<file path="config.mk">
export PLATFORM = sky130hd
export DESIGN_NAME = hazard_sched
export DESIGN_NICKNAME = d
export VERILOG_FILES = /design/src/rtl/hazard_sched.sv
export SDC_FILE = /design/constraint.sdc
export NUM_CORES = 1
export LEC_CHECK = 0
export ABC_CLOCK_PERIOD_IN_PS = 3800
export CAP_MARGIN = 20
export CORE_MARGIN = 5
export CORE_UTILIZATION = 25
export DETAILED_ROUTE_END_ITERATION = 8
export GPL_TIMING_DRIVEN = 1
export SETUP_SLACK_MARGIN = 0.15
export SYNTH_ARGS = -nofsm -noshare
export SYNTH_HDL_FRONTEND = slang
export SYNTH_SLANG_ARGS = --single-unit
</file>
<file path="constraint.sdc">
create_clock -name clk -period 3.8 [get_ports clk]
set_input_delay 0.95 -clock clk [delete_from_list [all_inputs] [get_ports clk]]
set_output_delay 0.95 -clock clk [all_outputs]
set_load 0.01 [all_outputs]
</file>
<file path="src/rtl/hazard_sched.sv">
// Decode/execute interlock scheduler. It stalls fetch/decode for load-use hazards, multi-cycle
// MUL and data-memory wait states, flushes wrong-path fetches after BLX, and counts load-use
// stall cycles with a saturating counter.
module hazard_sched #(
  parameter int unsigned MUL_LAT   = 3,
  parameter int unsigned FLUSH_CYC = 2,
  parameter int unsigned CNT_W     = 16,
  parameter int unsigned OPCODE_W  = 5,
  parameter int unsigned REG_N     = 4
) (
  input  logic                clk,
  input  logic                reset_n,
  input  logic [OPCODE_W-1:0] opcode,
  input  logic [REG_N-1:0]    nREGA,
  input  logic [REG_N-1:0]    nREGB,
  input  logic                mem_ready,
  output logic                stall,
  output logic                flush,
  output logic [2:0]          sched_state,
  output logic [CNT_W-1:0]    ld_stall_cnt
);

  localparam logic [OPCODE_W-1:0] OpAdd  = OPCODE_W'(0);
  localparam logic [OPCODE_W-1:0] OpMul  = OPCODE_W'(1);
  localparam logic [OPCODE_W-1:0] OpAnd  = OPCODE_W'(2);
  localparam logic [OPCODE_W-1:0] OpOrr  = OPCODE_W'(3);
  localparam logic [OPCODE_W-1:0] OpXor  = OPCODE_W'(4);
  localparam logic [OPCODE_W-1:0] OpStr  = OPCODE_W'(5);
  localparam logic [OPCODE_W-1:0] OpCmp  = OPCODE_W'(6);
  localparam logic [OPCODE_W-1:0] OpNot  = OPCODE_W'(7);
  localparam logic [OPCODE_W-1:0] OpBlx  = OPCODE_W'(8);
  localparam logic [OPCODE_W-1:0] OpPush = OPCODE_W'(9);
  localparam logic [OPCODE_W-1:0] OpAddi = OPCODE_W'(10);
  localparam logic [OPCODE_W-1:0] OpLsr  = OPCODE_W'(11);
  localparam logic [OPCODE_W-1:0] OpLsl  = OPCODE_W'(12);
  localparam logic [OPCODE_W-1:0] OpAsr  = OPCODE_W'(13);
  localparam logic [OPCODE_W-1:0] OpMov  = OPCODE_W'(14);
  localparam logic [OPCODE_W-1:0] OpLdr  = OPCODE_W'(15);
  localparam logic [OPCODE_W-1:0] OpPop  = OPCODE_W'(16);

  typedef enum logic [2:0] {
    StIdle    = 3'd0,
    StMulBusy = 3'd1,
    StMemWait = 3'd2,
    StLdChk   = 3'd3,
    StFlush   = 3'd4
  } state_e;

  state_e               r_state;
  logic [3:0]           r_cnt;
  logic [REG_N-1:0]     r_ld_dst;
  logic                 r_is_load;
  logic [CNT_W-1:0]     r_ld_cnt;

  logic w_use_a;
  logic w_use_b;
  logic w_is_mem;
  logic w_is_ld;
  logic w_hit;

  // Decode which source fields the instruction in decode actually reads.
  always_comb begin
    w_use_a = 1'b0;
    w_use_b = 1'b0;
    case (opcode)
      OpAdd, OpMul, OpAnd, OpOrr, OpXor, OpStr, OpCmp: begin
        w_use_a = 1'b1;
        w_use_b = 1'b1;
      end
      OpNot, OpBlx, OpPush, OpAddi, OpLsr, OpLsl, OpAsr: w_use_a = 1'b1;
      OpMov, OpLdr: w_use_b = 1'b1;
      default: ;
    endcase
  end

  assign w_is_mem = (opcode == OpLdr) || (opcode == OpStr) || (opcode == OpPush) ||
                    (opcode == OpPop);
  assign w_is_ld  = (opcode == OpLdr) || (opcode == OpPop);
  assign w_hit    = (w_use_a && (nREGA == r_ld_dst)) || (w_use_b && (nREGB == r_ld_dst));

  // Interlock outputs derived from the registered state and the decode fields.
  always_comb begin
    stall = 1'b0;
    case (r_state)
      StMulBusy, StMemWait: stall = 1'b1;
      StLdChk:              stall = w_hit;
      default:              stall = 1'b0;
    endcase
  end

  assign flush        = (r_state == StFlush);
  assign sched_state  = r_state;
  assign ld_stall_cnt = r_ld_cnt;

  // Scheduler FSM with its shared countdown, load tracking and stall counter.
  always_ff @(posedge clk or negedge reset_n) begin
    if (!reset_n) begin
      r_state   <= StIdle;
      r_cnt     <= 4'd0;
      r_ld_dst  <= '0;
      r_is_load <= 1'b0;
      r_ld_cnt  <= '0;
    end else begin
      case (r_state)
        StIdle, StLdChk: begin
          if (r_state == StLdChk) r_is_load <= 1'b0;
          if ((r_state == StLdChk) && w_hit) begin
            // One bubble; the dependent instruction issues from IDLE without a recheck.
            r_state <= StIdle;
            if (r_ld_cnt != '1) r_ld_cnt <= r_ld_cnt + 1'b1;
          end else if (opcode == OpBlx) begin
            r_state <= StFlush;
            r_cnt   <= 4'(FLUSH_CYC);
          end else if (w_is_mem) begin
            r_state   <= StMemWait;
            r_is_load <= w_is_ld;
            if (w_is_ld) r_ld_dst <= nREGA;
          end else if ((opcode == OpMul) && (MUL_LAT > 1)) begin
            r_state <= StMulBusy;
            r_cnt   <= 4'(MUL_LAT - 1);
          end else begin
            r_state <= StIdle;
          end
        end
        StMulBusy: begin
          r_cnt <= r_cnt - 4'd1;
          if (r_cnt == 4'd1) r_state <= StIdle;
        end
        StMemWait: begin
          if (mem_ready) r_state <= r_is_load ? StLdChk : StIdle;
        end
        StFlush: begin
          r_cnt <= r_cnt - 4'd1;
          if (r_cnt == 4'd1) r_state <= StIdle;
        end
        default: r_state <= StIdle;
      endcase
    end
  end

endmodule

</file>
# == Word level (Yosys, flattened, before mapping) ==
# Index checks and enable logic that the tools add are counted.
# classes
add_sub_neg,2
reduce_logical,20
bitwise,2
eq_ne,29
n_mux,20
# op_table
operator,count
"equality test 5 x 4 -> 1 bit, second input constant",8
"equality test 5 x 3 -> 1 bit, second input constant",4
"adder 16 x 1 -> 16 bit, second input constant",1
2-to-1 mux 4 bit,4
"!= test 16 bit, second input constant",1
OR reduction 14 bit,1
2-to-1 mux 3 bit,4
"equality test 5 x 2 -> 1 bit, second input constant",2
case mux 3 bit (3 select lines),1
OR reduction 9 bit,1
equality test 4 bit,2
case mux 4 bit (2 select lines),1
2-to-1 mux 1 bit,7
"equality test 3 x 2 -> 1 bit, second input constant",2
"!= test 3 bit, second input constant",2
OR reduction 2 bit,3
"equality test 5 x 1 -> 1 bit, second input constant",1
"equality test 5 bit, second input constant",1
zero test 5 bit,1
logical OR 1 bit,5
AND reduction 5 bit,1
"equality test 4 x 1 -> 1 bit, second input constant",1
2-to-1 mux 2 bit,2
"!= test 2 bit, second input constant",2
12 further kinds,15
# word_totals
in_bits,16
regBits,28
wordCells,78
output_inout_bits,21

# == Logic depth before layout (Yosys ltp) ==
# Gate-level depths: netlist of the first run.
# depth
ltp_word,8
depth_mapped,8
ltp_nobuf,7

# == Worst setup path before layout of the first run ==
# OpenSTA, ideal clock, no wires.
# synth_path
kind,input-to-output
start,input opcode[3]
end,output stall
path_slack_ns,0.407
t_required_ns,2.850
arrival_ns,2.443
stages,8
path_cell_list,buf_6 -> nand2b_1 -> a31oi_1 -> or4_4 -> and2_4 -> buf_6 -> and3_1 -> nor3_1
# synth_between
elab_chain_len,6
elab_cells_between_ends,24
# synth_lines
item,line,rtl
"start, declared",13,"input logic [OPCODE_W-1:0] opcode,"
"equality test 5 x 3 -> 1 bit, or another cell as far along",65,case (opcode)
OR reduction 14 bit (no source line) / OR reduction 9 bit (equally long branches),--,
2-to-1 mux 1 bit,65,
logical AND 1 bit,79,assign w_hit = (w_use_a && (nREGA == r_ld_dst)) || (w_use_b && (nREGB == r_ld_dst));
logical OR 1 bit (*),79,
case mux 1 bit (2 select lines) (*),84,case (r_state)
"end, declared",17,"output logic stall,"
# Mark *: on every way between the ends. The rest lies on a longest branch, timed or not.

# == Worst setup path after layout of the first run ==
# layout_path
start,input opcode[1]
end,output stall
# The elaborated chain is that of the path after synthesis.

==> results by group, run 1 <==
Outcome
  • Status: complete, no violations

Power
  • Power Density: 485.3 nW/um2
  • Lkg Pwr: 0.9590 nW
  • Maximum VDD drop: 0.0001991 V

Place
  • Detail Placement HPWL: 2841 um
  • Gpl congestion: ~0.78
  • I/O Buffers: 36

Route
  • TritonRoute pass-1 iters: 4
  • Vias per cell: 4.680
  • Final antenna-violating net count: 0
  • Drt total wl: 3537 um
  • DR vias: about 1400
  • Iteration-0 DRC Markers: just over 60
  • DR DRC count: 0
  • Drt wl/cell: 12.03 um

Logic synthesis
  • Share of the synthesized area in the top cell type: 0.4226
  • Mapped Avg Cell Area: 9.695 um2
  • Syn Std Cell Area: 1658 um2
  • Count of cell types in the netlist: 37
  • Synth area leaders: dfrtp_1 (42%), xnor2_1 (7.9%), xor2_1 (5.8%)
  • Post-synth net total: 190
  • Synth warnings: 0
  • Seq cells post-synth: 28
  • Yosys top cell by area: dfrtp_1
  • Post-synthesis sequential area ratio: 0.4226
  • Synth Instances: 171

Setup path
  • Worst path arrival time: 2.61 ns
  • Critical path cell sequence: clkdlybuf4s50_1 -> a21oi_2 -> a31oi_1 -> or4_4 -> and2_4 -> and3_1 -> nor3_2 -> buf_2
  • Max FO, Critical Path: 3
  • Critical path launch point type: input pin
  • Critical path class: input pin to primary output
  • Worst stage delay on the critical path: about 0.46 ns
  • CP Data Required Time: 2.85 ns
  • Nature of the critical path endpoint: primary output
  • Critical Path Slowest Stage Cell: clkdlybuf4s50_1

Clock tree
  • Total CTS buffers: 3
  • Clock slew at reported path FFs: 0.10 ns
  • CTS tree: yes
  • H-tree Lvls: 1
  • Clock Path Buffers: 2
  • Clock sinks: 28
  • Worst skew pair latency: roughly 0.27 ns
  • Post-CTS Hold Fix Bufs: 0
  • Root Driver: clkbuf_8

GRT
  • Global-route usage over all layers: 0.08903
  • Vias in the first global route: roughly 1400
  • Congestion Overflow GR: 0
  • Largest net degree at the start of global routing: 29
  • First-pass GRT wire length: 6313 um
  • Initial antenna violation count: 0

Floorplanning
  • Core area: 6386 um2
  • Die area: 8360 um2
  • IO Count: 37
  • Die Width: 91.44 um
  • Chip height: 91.44 um
  • # rows: 29
  • Initial Util: 0.2596

Timing
  • Slew HR: 0.5575
  • Slew @ Worst Pin: about 0.66 ns
  • Fin. Hold Viols: 0
  • Max Clk Rate: about 280 MHz
  • Final Max Tran Viols: 0
  • Tmin final: 3.555 ns
  • RSZ-0062 raised after global routing: false
  • Total Neg Setup Slack: 0 ns
  • Max Clock Skew: 0.003726 ns
  • Tcrit/Tclk final: 0.9356
  • Final Setup Violations: 0

Job
  • Max_cap viols: 0

Layout
  • Utilization after layout: 0.3511
  • Commonest non-fill, non-tap cells in the layout: clkdlybuf4s50_1 (29), dfrtp_1 (28), nand2_1 (19), xnor2_1 (15), buf_4 (12)
  • Share of layout cells above drive strength 1: 0.1475
  • Fin nets: 237
  • Syn-to-layout area delta: 35.25%
  • Inserted Diodes: 0
  • Commonest non-fill, non-tap cell in the layout: clkdlybuf4s50_1

Hold path
  • Hold crit path type: flop to flop
-- synth_stat cells --
cell	number
nand4_1	11
dfrtp_1	28
or2_2	1
mux2_4	4
o21ai_0	2
buf_6	2
o211a_4	1
nand3b_1	2
a21oi_1	9
and2b_1	1
o22ai_1	1
nor3_1	9
and3_1	3
o32ai_1	1
and2_4	1
nand3_1	7
xor2_1	11
buf_4	1
a31oi_1	2
nor4_1	4
and2_1	1
mux2_2	3
inv_1	3
nor2_1	9
xnor2_1	15
nand2b_1	5
clkbuf_1	3
a22oi_1	1
a211oi_1	1
nand4b_1	1
a22o_1	1
nor2b_1	2
ha_1	3
or4_4	1
nand2_1	19
nor3b_1	1
a31o_2	1
-- state kept, by name, summed over array words and instances (netlist names) --
signal,cells
ld_stall_cnt,16
r_ld_dst,4
r_is_load,1
r_cnt,4
sched_state,3
-- layer usage --
layer  GRT usage  part of all wire  vias up
met5           0                 0        -
met4     0.02567             0.011        0
met3     0.01818             0.044        5
met2      0.1456              0.47       25
met1      0.1183              0.47      644
li1            -                 -      702
-- worst max-delay path, delay by kind of cell --
family / cells / cell delay [ns]
and+or+nand+nor: 4 / 0.88
buffers and inverters: 2 / 0.61
AOI/OAI and AO/OA: 2 / 0.17
-- cells by family after synthesis --
| family | share of synthesized area |
|---|---|
| and+or+nand+nor | 0.2491 |
| DFF | 0.4226 |
| xor gates and xnor gates | 0.1374 |
| AOI/OAI and AO/OA | 0.08001 |
| buffers and inverters | 0.03170 |
| muxes | 0.05660 |
| adders and majority gates | 0.02264 |
-- repair_timing --
action                                  in CTS  in global routing
gates resized for setup                     10                  3
endpoints found under the setup margin       1                  1
endpoints found under the hold margin        0                  0
buffers inserted                             0                  1
pin swaps                                    6                  3
-- final cells by class --
| class | instances | area (um2) |
|---|---|---|
| Inverter | 3 | 11.26 |
| Clock inverter | 1 | 30.03 |
| Clock buffer | 3 | 41.29 |
| Timing Repair Buffer | 48 | 441.7 |
| Sequential cell | 28 | 700.7 |
| Multi-Input combinational cell | 134 | 920.9 |
| Fill cell | 674 | 4144 |
| Tap cell | 77 | 96.34 |
-- path summary, 6_finish.rpt --
kind                                                    from                           end  slack [ns]  cells past startpoint
worst max-delay path                               opcode[1]                         stall        0.24                      8
worst min-delay path            ld_stall_cnt[10]$_DFFE_PN0P_  ld_stall_cnt[10]$_DFFE_PN0P_        0.52                      1
worst max register to register       r_ld_dst[0]$_DFFE_PN0P_       r_ld_dst[2]$_DFFE_PN0P_        1.58                      7
worst min register to register  ld_stall_cnt[10]$_DFFE_PN0P_  ld_stall_cnt[10]$_DFFE_PN0P_        0.52                      1
max in group asynchronous                            reset_n          r_cnt[2]$_DFFE_PN0P_        2.49                      2
min in group asynchronous                            reset_n   ld_stall_cnt[7]$_DFFE_PN0P_        1.05                      2
-- metrics by stage --
step	std cells	worst slack (ns)	cell area, um2	power [W]	hold WS, ns
final	294	0.2446	2242	0.001088	0.5177
after global routing	294	0.1521	2242	0.001178	0.5479
after CTS	293	0.1958	2223	0.001095	0.5266
after detailed placement	289	-0.3798	2156	0.0008681	0.5121
after global placement	289	-0.3433	2156	0.0008592	0.5020
after floorplan	171	0.4066	1658	0.0007205	0.5047
-- power breakdown --
part	leakage (nW)	switching (W)	internal (W)	total (W)
combinational	0.550	0.000179	0.000221	0.000401
sequential	0.373	0.0000921	0.000361	0.000453
clock	0.0357	0.0000935	0.000141	0.000235
Note: power is estimated with default switching activity, not from simulation.
==> run 2: changes to the inputs <==
Settings changed: CORE_UTILIZATION 25 to 40, PLACE_DENSITY set to 0.66.
==> results by group, run 2 (same netlist as run 1, synthesis figures left out) <==
Outcome
  • Status: complete, no violations (unchanged)

GRT
  • Global-route usage over all layers: 0.1448 (was 0.08903)
  • Vias in the first global route: 1452 (was 1408)
  • Congestion Overflow GR: 0 (unchanged)
  • First-pass GRT wire length: 6451 um (was 6313 um)
  • Initial antenna violation count: 0 (unchanged)
  • Largest net degree at the start of global routing: 29 (unchanged)

Floorplanning
  • Core area: 4000 um2 (was 6386 um2)
  • Die Width: 74.38 um (was 91.44 um)
  • Chip height: 74.38 um (was 91.44 um)
  • IO Count: 37 (unchanged)
  • Initial Util: 0.4145 (was 0.2596)
  • Die area: 5532 um2 (was 8360 um2)
  • # rows: 23 (was 29)

Clock tree
  • Worst skew pair latency: 0.27 ns (about the same)
  • Post-CTS Hold Fix Bufs: 0 (unchanged)
  • CTS tree: yes (unchanged)
  • Clock Path Buffers: 2 (unchanged)
  • Root Driver: clkbuf_8 (unchanged)
  • Total CTS buffers: 3 (unchanged)
  • H-tree Lvls: 1 (unchanged)
  • Clock sinks: 28 (unchanged)
  • Clock slew at reported path FFs: 0.10 ns (about the same)

Layout
  • Commonest non-fill, non-tap cells in the layout: dfrtp_1 (28), clkdlybuf4s50_1 (26), nand2_1 (19), xnor2_1 (12), buf_4 (12) (was clkdlybuf4s50_1 (29), dfrtp_1 (28), nand2_1 (19), xnor2_1 (15), buf_4 (12))
  • Layout fillers: 346 (was 674)
  • Syn-to-layout area delta: 36.38% (was 35.25%)
  • Share of layout cells above drive strength 1: 0.1705 (was 0.1475)
  • Fin cells: 267 (was 294)
  • Multi-input logic area: 954.7 um2 (was 920.9 um2)
  • Utilization after layout: 0.5652 (was 0.3511)
  • Commonest non-fill, non-tap cell in the layout: dfrtp_1 (was clkdlybuf4s50_1)
  • Max reg flops: 16 (unchanged)
  • Fin nets: 237 (unchanged)
  • Post-route cell area: 2261 um2 (was 2242 um2)
  • Register Area: 700.7 um2 (unchanged)
  • Inserted Diodes: 0 (unchanged)

Job
  • Max_cap viols: 0 (unchanged)

Timing
  • Max Clk Rate: 281.0 MHz (was 281.3 MHz)
  • Max Clock Skew: 0.001947 ns (was 0.003726 ns)
  • Final Setup Violations: 0 (unchanged)
  • Worst hold margin: 0.5144 ns (was 0.5177 ns)
  • Tmin final: 3.559 ns (was 3.555 ns)
  • Slew @ Worst Pin: 0.5848 ns (was 0.6577 ns)
  • RSZ-0062 raised after global routing: false (unchanged)
  • Tcrit/Tclk final: 0.9367 (was 0.9356)
  • Fin. Hold Viols: 0 (unchanged)
  • Final Max Tran Viols: 0 (unchanged)
  • Slew HR: 0.6066 (was 0.5575)

Place
  • Gpl congestion: 0.7984 (was 0.7847)
  • Area of placed instances: 2115 um2 (was 2156 um2)
  • Detail Placement HPWL: 2797 um (was 2841 um)
  • Placed insts: 261 (was 289)
  • I/O Buffers: 36 (unchanged)

Setup path
  • Critical path launch point type: input pin (unchanged)
  • Nature of the critical path endpoint: primary output (unchanged)
  • Critical path class: input pin to primary output (unchanged)
  • CP Data Required Time: 2.85 ns (about the same)
  • Worst path arrival time: 2.61 ns (about the same)
  • Max FO, Critical Path: 2 (was 3)

Route
  • Final antenna-violating net count: 0 (unchanged)
  • TritonRoute pass-1 iters: 4 (unchanged)
  • DR DRC count: 0 (unchanged)
  • Vias per cell: 5.307 (was 4.680)
  • Drt wl/cell: 13.76 um (was 12.03 um)
  • Drt total wl: 3675 um (was 3537 um)
  • Iteration-0 DRC Markers: 70 (was 61)
  • DR vias: 1417 (was 1376)

Power
  • Power Density: 496.2 nW/um2 (was 485.3 nW/um2)
  • Maximum VDD drop: 0.0002729 V (was 0.0001991 V)
  • Power Total: 0.001122 W (was 0.001088 W)
  • Lkg Pwr: 1.027 nW (was 0.9590 nW)

Hold path
  • Hold crit path type: flop to flop (unchanged)
run 2: report_power, final:
part           internal, W  switching (W)
Sequential        0.000361       0.000103
Combinational     0.000236       0.000189
Clock             0.000141      0.0000930
Total             0.000737       0.000385
run 2: per-layer routing:
layer / vias up / wire (um) / global-route usage
met3: 6 / 122 / 0.02162
met4: 0 / 53 / 0.03557
li1: 699 / - / -
met1: 685 / 1670 / 0.1879
met2: 27 / 1828 / 0.2527
met5: - / 0 / 0
run 2: path summary, 6_finish.rpt:
path / startpoint / end / slack, ns / cells past startpoint
setup / recovery: nREGB[1] / stall / 0.24 / 7
hold / removal: ld_stall_cnt[10]$_DFFE_PN0P_ / ld_stall_cnt[10]$_DFFE_PN0P_ / 0.51 / 1
setup reg to reg: r_ld_dst[0]$_DFFE_PN0P_ / ld_stall_cnt[1]$_DFFE_PN0P_ / 1.46 / 9
hold reg to reg: ld_stall_cnt[10]$_DFFE_PN0P_ / ld_stall_cnt[10]$_DFFE_PN0P_ / 0.51 / 1
max in group asynchronous: reset_n / r_is_load$_DFFE_PN0N_ / 2.49 / 2
min in group asynchronous: reset_n / ld_stall_cnt[1]$_DFFE_PN0P_ / 1.04 / 2
run 2: area by class of cell:
cell class / count / area share
Clock buffer: 3 / 0.01826
Clock inverter: 1 / 0.01328
Inverter: 3 / 0.004981
Multi-Input combinational cell: 134 / 0.4222
Sequential cell: 28 / 0.3099
Tap cell: 50 / 0.02767
Timing Repair Buffer: 48 / 0.2037
run 2: what timing repair did:
item | 4_1_cts | 5_1_grt
setup endpoints to repair | 1 | 1
buffers inserted | 0 | 2
pin swaps | 3 | 3
endpoints found under the hold margin | 0 | 0
gates resized for setup | 7 | 14
run 2: critical path, stage by stage:
cell and delay, ns:
clkdlybuf4s50_1 0.42, xor2_1 0.15, or4_4 0.51, and2_4 0.15, and3_1 0.18, nor3_2 0.10, buf_2 0.15
run 2: through the flow:
stage                     setup WS (ns)  setup TNS (ns)
after floorplan                  0.4066               0
after global placement          -0.3031         -0.3031
after detailed placement        -0.3564         -0.3564
after CTS                        0.1626               0
after global routing             0.1749               0
final                            0.2407               0
==> run 3: changes to the inputs <==
Settings changed: SLEW_MARGIN set to 10.
==> results of run 3 <==
Same layout as run 2: the final DEF is identical, and so are final timing and power.
